--- src/rtl/piso_sfl_tx_pkg.sv ---
// Shared definitions for the PISO left-shift transmitter: FSM state encodings
// and the default word width.
package piso_sfl_tx_pkg;

    localparam int unsigned PISO_WIDTH_DEFAULT = 4;

    typedef enum logic [1:0] {
        ST_IDLE   = 2'd0,
        ST_SHIFT  = 2'd1,
        ST_PARITY = 2'd2
    } state_e;

endpackage

--- src/rtl/piso_bit_counter.sv ---
// Bit-position counter for the PISO transmitter: clears on word accept,
// advances while enabled, flags terminal count at WIDTH-1.
module piso_bit_counter
    import piso_sfl_tx_pkg::*;
#(
    parameter int unsigned WIDTH = PISO_WIDTH_DEFAULT,
    localparam int unsigned CW   = (WIDTH > 1) ? $clog2(WIDTH) : 1
) (
    input  logic          clk,
    input  logic          rst,
    input  logic          clr_i,
    input  logic          en_i,
    output logic [CW-1:0] cnt_o,
    output logic          tc_o
);

    logic [CW-1:0] cnt_q;

    always_ff @(posedge clk) begin
        if (rst || clr_i) begin
            cnt_q <= '0;
        end else if (en_i) begin
            cnt_q <= cnt_q + CW'(1);
        end
    end

    assign cnt_o = cnt_q;
    assign tc_o  = (cnt_q == CW'(WIDTH - 1));

endmodule

--- src/rtl/piso_sfl_tx.sv ---
// Parallel-in serial-out left-shift transmitter, MSB first, with frame markers.
// Optional trailing even-parity bit enabled by defining PISO_SFL_PARITY_EN.
module piso_sfl_tx
    import piso_sfl_tx_pkg::*;
#(
    parameter int unsigned WIDTH = PISO_WIDTH_DEFAULT
) (
    input  logic             clk,
    input  logic             rst,
    input  logic             pi_valid,
    input  logic [WIDTH-1:0] pi_data,
    output logic             pi_ready,
    output logic             so,
    output logic             so_valid,
    output logic             so_first,
    output logic             so_last,
    output logic             busy
);

    localparam int unsigned CW = (WIDTH > 1) ? $clog2(WIDTH) : 1;

    state_e            state_q, state_d;
    logic [WIDTH-1:0]  shreg_q, shreg_d;
    logic [CW-1:0]     cnt;
    logic              tc;
    logic              accept;
`ifdef PISO_SFL_PARITY_EN
    logic              par_q, par_d;
`endif

    piso_bit_counter #(.WIDTH(WIDTH)) u_cnt (
        .clk   (clk),
        .rst   (rst),
        .clr_i (accept),
        .en_i  ((state_q == ST_SHIFT) && !tc),
        .cnt_o (cnt),
        .tc_o  (tc)
    );

    always_ff @(posedge clk) begin
        if (rst) begin
            state_q <= ST_IDLE;
            shreg_q <= '0;
`ifdef PISO_SFL_PARITY_EN
            par_q   <= 1'b0;
`endif
        end else begin
            state_q <= state_d;
            shreg_q <= shreg_d;
`ifdef PISO_SFL_PARITY_EN
            par_q   <= par_d;
`endif
        end
    end

    always_comb begin
        state_d  = state_q;
        shreg_d  = shreg_q;
        pi_ready = 1'b0;
        so       = 1'b0;
        so_valid = 1'b0;
        so_first = 1'b0;
        so_last  = 1'b0;
`ifdef PISO_SFL_PARITY_EN
        par_d    = par_q;
`endif
        case (state_q)
            ST_IDLE: begin
                pi_ready = 1'b1;
            end
            ST_SHIFT: begin
                so       = shreg_q[WIDTH-1];
                so_valid = 1'b1;
                so_first = (cnt == '0);
                shreg_d  = shreg_q << 1;
                if (tc) begin
`ifdef PISO_SFL_PARITY_EN
                    state_d  = ST_PARITY;
`else
                    pi_ready = 1'b1;
                    so_last  = 1'b1;
                    state_d  = ST_IDLE;
`endif
                end
            end
`ifdef PISO_SFL_PARITY_EN
            ST_PARITY: begin
                so       = par_q;
                so_valid = 1'b1;
                so_last  = 1'b1;
                pi_ready = 1'b1;
                state_d  = ST_IDLE;
            end
`endif
            default: begin
                state_d = ST_IDLE;
            end
        endcase
        // An accept in the final bit cycle overrides the IDLE return for gapless frames.
        if (accept) begin
            shreg_d = pi_data;
            state_d = ST_SHIFT;
`ifdef PISO_SFL_PARITY_EN
            par_d   = ^pi_data;
`endif
        end
    end

    assign accept = pi_valid && pi_ready;
    assign busy   = (state_q != ST_IDLE);

endmodule
--- config.mk ---
export PLATFORM = sky130hd
export DESIGN_NAME = piso_sfl_tx
export DESIGN_NICKNAME = d
export VERILOG_FILES = /design/src/rtl/piso_sfl_tx_pkg.sv /design/src/rtl/piso_bit_counter.sv /design/src/rtl/piso_sfl_tx.sv
export SDC_FILE = /design/constraint.sdc
export NUM_CORES = 1
export LEC_CHECK = 0
export ABC_AREA = 0
export BUFFER_PORTS_ARGS = -buffer_cell sky130_fd_sc_hd__buf_2
export CAP_MARGIN = 20
export CORE_AREA = 2 2 39 41
export DETAILED_ROUTE_END_ITERATION = 10
export DIE_AREA = 0 0 41 43
export GPL_TIMING_DRIVEN = 0
export HOLD_SLACK_MARGIN = 0.02
export SLEW_MARGIN = 40
export SYNTH_ARGS = -nofsm -noshare
export SYNTH_HDL_FRONTEND = slang
export SYNTH_SLANG_ARGS = --single-unit
--- constraint.sdc ---
create_clock -name clk -period 1.2 [get_ports clk]
set_input_delay 0.06 -clock clk [delete_from_list [all_inputs] [get_ports clk]]
set_output_delay 0.06 -clock clk [all_outputs]
set_load 0.1 [all_outputs]
Word-level counts from Yosys, hierarchy flattened
Cells that the tools add are included.
- equality and inequality tests: 5
- add/sub/neg operators: 1
- multiplexer cells: 11
- bitwise logic cells: 1
- reduce and logical (&&, ||, !) cells: 11
- operator list (cell ; number):
    2-to-1 mux 4 bit ; 2
    2-to-1 mux 1 bit ; 6
    logical NOT 2 bit ; 2
    case mux 2 bit (2 select lines) ; 1
    AND reduction 2 bit ; 2
    nonzero test 2 bit ; 2
    inequality test 3 x 2 -> 1 bit (second input constant) ; 1
    adder 2 x 1 -> 2 bit (second input constant) ; 1
    equality test 2 x 1 -> 1 bit (second input constant) ; 1
    equality test 2 bit (second input constant) ; 1
    logical AND 1 bit ; 2
    2-to-1 mux 2 bit ; 1
    inequality test 2 x 1 -> 1 bit (second input constant) ; 1
    inequality test 2 bit (second input constant) ; 1
    case mux 1 bit (2 select lines) ; 1
    OR reduction 2 bit ; 1
    logical NOT 1 bit ; 1
    logical OR 1 bit ; 1
    NOT 1 bit ; 1
- word-level logic and storage cells: 33
- bits of input ports: 7
- register bits after elaboration: 8
- output and inout bits: 6

Logic depth before layout (Yosys ltp)
- depth in word-level cells: 6
- depth in mapped cells: 5
- depth with buffers taken out: 5

Hierarchy
Synthesis repeated with hierarchy kept, for this count alone.
- cell total of the unflattened synthesis: 43
- area total of the unflattened synthesis: 387.9 µm²
- by module, submodules not included (module ; sequential area each (µm²) ; area each (µm²) ; times used ; cells each):
    piso_sfl_tx ; 100.1 ; 296.5 ; 1 ; 36
    piso_bit_counter ; 40.0 ; 91.3 ; 1 ; 7

Worst setup path after synthesis
No wires, ideal clock.
- path type: register -> output
- from: register state_q[0]
- to: output so
- data arrival time: 2.053 ns
- setup slack: -0.913 ns
- required time: 1.140 ns
- path buffers: 1
- stages on the path, launching flop included: 3
- cells stage by stage: dfxtp_1 > buf_2 > and2_1
- cells in the longest elaborated chain, start to end: 2
- RTL lines (element ; RTL line ; RTL):
    start: declaration ; piso_sfl_tx.sv:22 ; state_e state_q, state_d;
    start signal: assignment ; piso_sfl_tx.sv:48 ; state_q <= state_d;
    equality test 2 x 1 -> 1 bit ; piso_sfl_tx.sv:67 ; case (state_q)
    2-to-1 mux 1 bit ; piso_sfl_tx.sv:67 ;
    end: declaration ; piso_sfl_tx.sv:13 ; output logic so,
No other way between the ends.

Worst setup path in the final report
- from: register u_cnt.cnt_q[0] (netlist: u_cnt.cnt_o[0])
- to: output so_first
- cells in the longest elaborated chain, start to end: 2
- RTL lines (element ; RTL line ; RTL):
    start: declaration ; piso_bit_counter.sv:17 ; logic [CW-1:0] cnt_q;
    start signal: assignment ; piso_bit_counter.sv:23 ; cnt_q <= cnt_q + CW'(1);
    logical NOT 2 bit ; piso_sfl_tx.sv:74 ; so_first = (cnt == '0);
    2-to-1 mux 1 bit ; piso_sfl_tx.sv:67 ;
    end: declaration ; piso_sfl_tx.sv:15 ; output logic so_first,
No other way between the ends.

==> run metrics <==
register area share after synthesis=35.3%; io pins=13; clock insertion delay at the later pin of the skew report=0.25 ns; core area=0.00138 mm^2; design area=648 um^2; post-route ant nets=0; CP Launch Type=flip-flop; CP max-delay cell=dfxtp_2; vias in the first global route=about 330; Num CTS Buffers=3; drt via density=4.89; layout cells sized above 1=59.1%; vias=401; Final Routed Wirelength=845 um; die area=about 0.0018 mm^2; 1st-pass router iterations=4; final hold vios=0; Hold Path Sink=u_cnt.cnt_o[0]$_SDFFE_PP0P_; initial antenna violation count=0; Yosys cell types=18; synth top area cells=dfxtp_1 (35%), o221a_2 (8.5%), a21oi_1 (6.3%), a31oi_1 (6.3%), ha_1 (6.3%); Layout area overhead=63.4%; Leak=0.000294 uW; Reg2Reg Setup Slack=0.04 ns; Fin Setup TNS=0 ns; Reg-to-Reg End=shreg_q[2]$_SDFFE_PP0P_; Hold Crit Class=input pin to flip-flop; fin nets=76; DRC=0; DPL Wire Length=~600 um; RSZ-0062 raised after global routing=true; synthesized cell area=397 um^2; Clock transition at path regs=0.05 ns; CTS tree=built; DP Area=504 um^2; pin count of the biggest net entering global routing=11; element type at the critical path end=output pin; crit path DAT=1.11 ns; H-tree depth=1; Yosys warnings=0; CTS Sinks=7; most common cell in the netlist=dfxtp_1; Largest delay share family, worst path=flip-flops; min cycle time layout=1.17 ns; f_max=851 MHz; Critical Path RT=1.14 ns; critical path peak fanout=3; Final Cycle Share=between 90% and 100%; status=complete, no violations; final worst-path setup slack=0.0253 ns; Setup Skew=0.000666 ns; Die Ht=43 um; Synth Area per Inst=8.44 um^2; worst r2r path cells=5; hold path start=rst; Die X-Extent=41 um; Synth Instances=47; asr flop ratio synth=0%; largest stage delay on the critical path=roughly 0.36 ns; normalized max-slew margin=68.0%; largest area contributor in the netlist=dfxtp_1; Total Routing Usage GR=between 10% and 20%; Commonest cells post-synth=dfxtp_1 (7), inv_1 (6), a21oi_1 (5), nor2_1 (5), a31oi_1 (4); Hold Path Cell Cnt=2; final setup fails=0; VDD IR max=0.506 mV; Starting DRT DRC Count=10; routability-driven placement congestion ratio=about 0.71; EDFF count, synth=0; count of input and output buffers=12; cts hold-fix bufs=0; reg-to-reg critical path startpoint=u_cnt.cnt_o[1]$_SDFFE_PP0P_; post-synth top area share=between 30% and 40%; flop and latch count out of synthesis=7; global route overflow=0; Starting Density=28.7%; clock root buffer=clkbuf_4; first-pass GRT wire length=1.30 mm; Crit Path Category=flip-flop to output pin; Slew Viols, Final=0; Antenna diodes=0; Power Density=1100 mW/mm^2; Syn Nets=56; Place WS=-0.0785 ns; # Max-Cap Violations=0; Filler cells=129; clk buf depth=2; Critical Path, Cell by Cell=inv_2, ha_4, and2_4, buf_12; Critical path buffers and inverters=2; Routed WL per cell=10.3 um; Slew @ Worst Pin=0.483 ns; row count=14; Hold WS=0.0512 ns; Primary FF master, synth=dfxtp_1
[worst max-delay path by stage]
stage,from,endpoint,cells past startpoint
2_1_floorplan,state_q[0]$_SDFFE_PP0P_,u_cnt.cnt_o[0]$_SDFFE_PP0P_,4
3_3_place_gp,u_cnt.cnt_o[1]$_SDFFE_PP0P_,pi_ready,3
3_5_place_dp,u_cnt.cnt_o[1]$_SDFFE_PP0P_,pi_ready,3
4_1_cts,u_cnt.cnt_o[0]$_SDFFE_PP0P_,so_first,4
5_1_grt,u_cnt.cnt_o[0]$_SDFFE_PP0P_,so_first,4
6_report,u_cnt.cnt_o[0]$_SDFFE_PP0P_,so_first,4
[logic make-up (layout without fill, tap and decap cells)]
family,count (synthesis),count (layout),synth area share [%]
mux,1,1,2.52
simple gates,15,15,21.1
fa+ha+maj,2,2,6.31
buf+inv,9,28,11.7
compound gates,13,13,23.0
flops,7,7,35.3
[placed cells by master, fill, tap and decap left out]
cell type,instances
a21oi_2,1
nand2b_4,2
and3b_1,1
and2_2,1
o221a_2,3
buf_6,2
ha_4,2
clkbuf_1,1
o21a_1,1
buf_2,8
buf_4,4
dfxtp_2,1
nand2_2,2
inv_2,2
dfxtp_4,2
mux2i_1,1
inv_1,4
buf_12,4
nor2_1,5
and2_4,2
clkbuf_4,3
a21oi_1,4
a31oi_1,4
nand3_1,2
dfxtp_1,4
[report_power, final]
part,total (uW),leakage (uW),switching [uW],internal [uW]
combinational,241,0.000220,148,92.9
sequential,261,0.0000595,12.2,248
clock,214,0.0000150,86.7,127
total,715,0.000294,247,468
[final cells by class]
type | count | area [um^2] | area share (%)
Buffer | 3 | 30.0 | 4.63
Timing Repair Buffer | 15 | 143 | 22.0
Clock buffer | 4 | 26.3 | 4.05
Tap cell | 16 | 20.0 | 3.09
Multi-Input combinational cell | 31 | 258 | 39.8
Inverter | 6 | 22.5 | 3.47
Sequential cell | 7 | 149 | 23.0
[state kept, by name, summed over array words and instances, names as in the netlist]
name,count
shreg_q,4
state_q,1
u_cnt.cnt_o,2
[through the flow]
| step | cells | total power (uW) | util (%) |
|---|---|---|---|
| after CTS | 81 | 713 | 44.1 |
| after floorplan | 47 | 426 | - |
| after global routing | 82 | 755 | 46.8 |
| after global placement | 75 | 461 | 36.4 |
| after detailed placement | 75 | 462 | 36.4 |
| final | 82 | 715 | 46.8 |
[worst reg2reg max path, delay by kind of cell (launching register included)]
kind            cells  cell delay [ns]
compound gates      1             0.26
flops               1             0.36
simple gates        2             0.11
fa+ha+maj           1             0.17
buf+inv             1             0.15
[what timing repair did]
action / CTS / global route
pin swaps: 2 / 1
resized for setup: 19 / 9
setup endpoints to repair: 5 / 8
buffers inserted: 2 / 1
endpoints found under the hold margin: 0 / 0
[per-layer routing]
metal  up-vias  GRT usage (%)  routed length [um]  part of all wire (%)
met5         -              0                   0                     0
met4         0           8.00                  14                   1.7
met3         2           6.28                  50                   5.9
met2        11           15.0                 410                    49
met1       184           12.9                 369                    44
li1        204              -                   -                     -
Note: power is estimated with default switching activity, not from simulation.
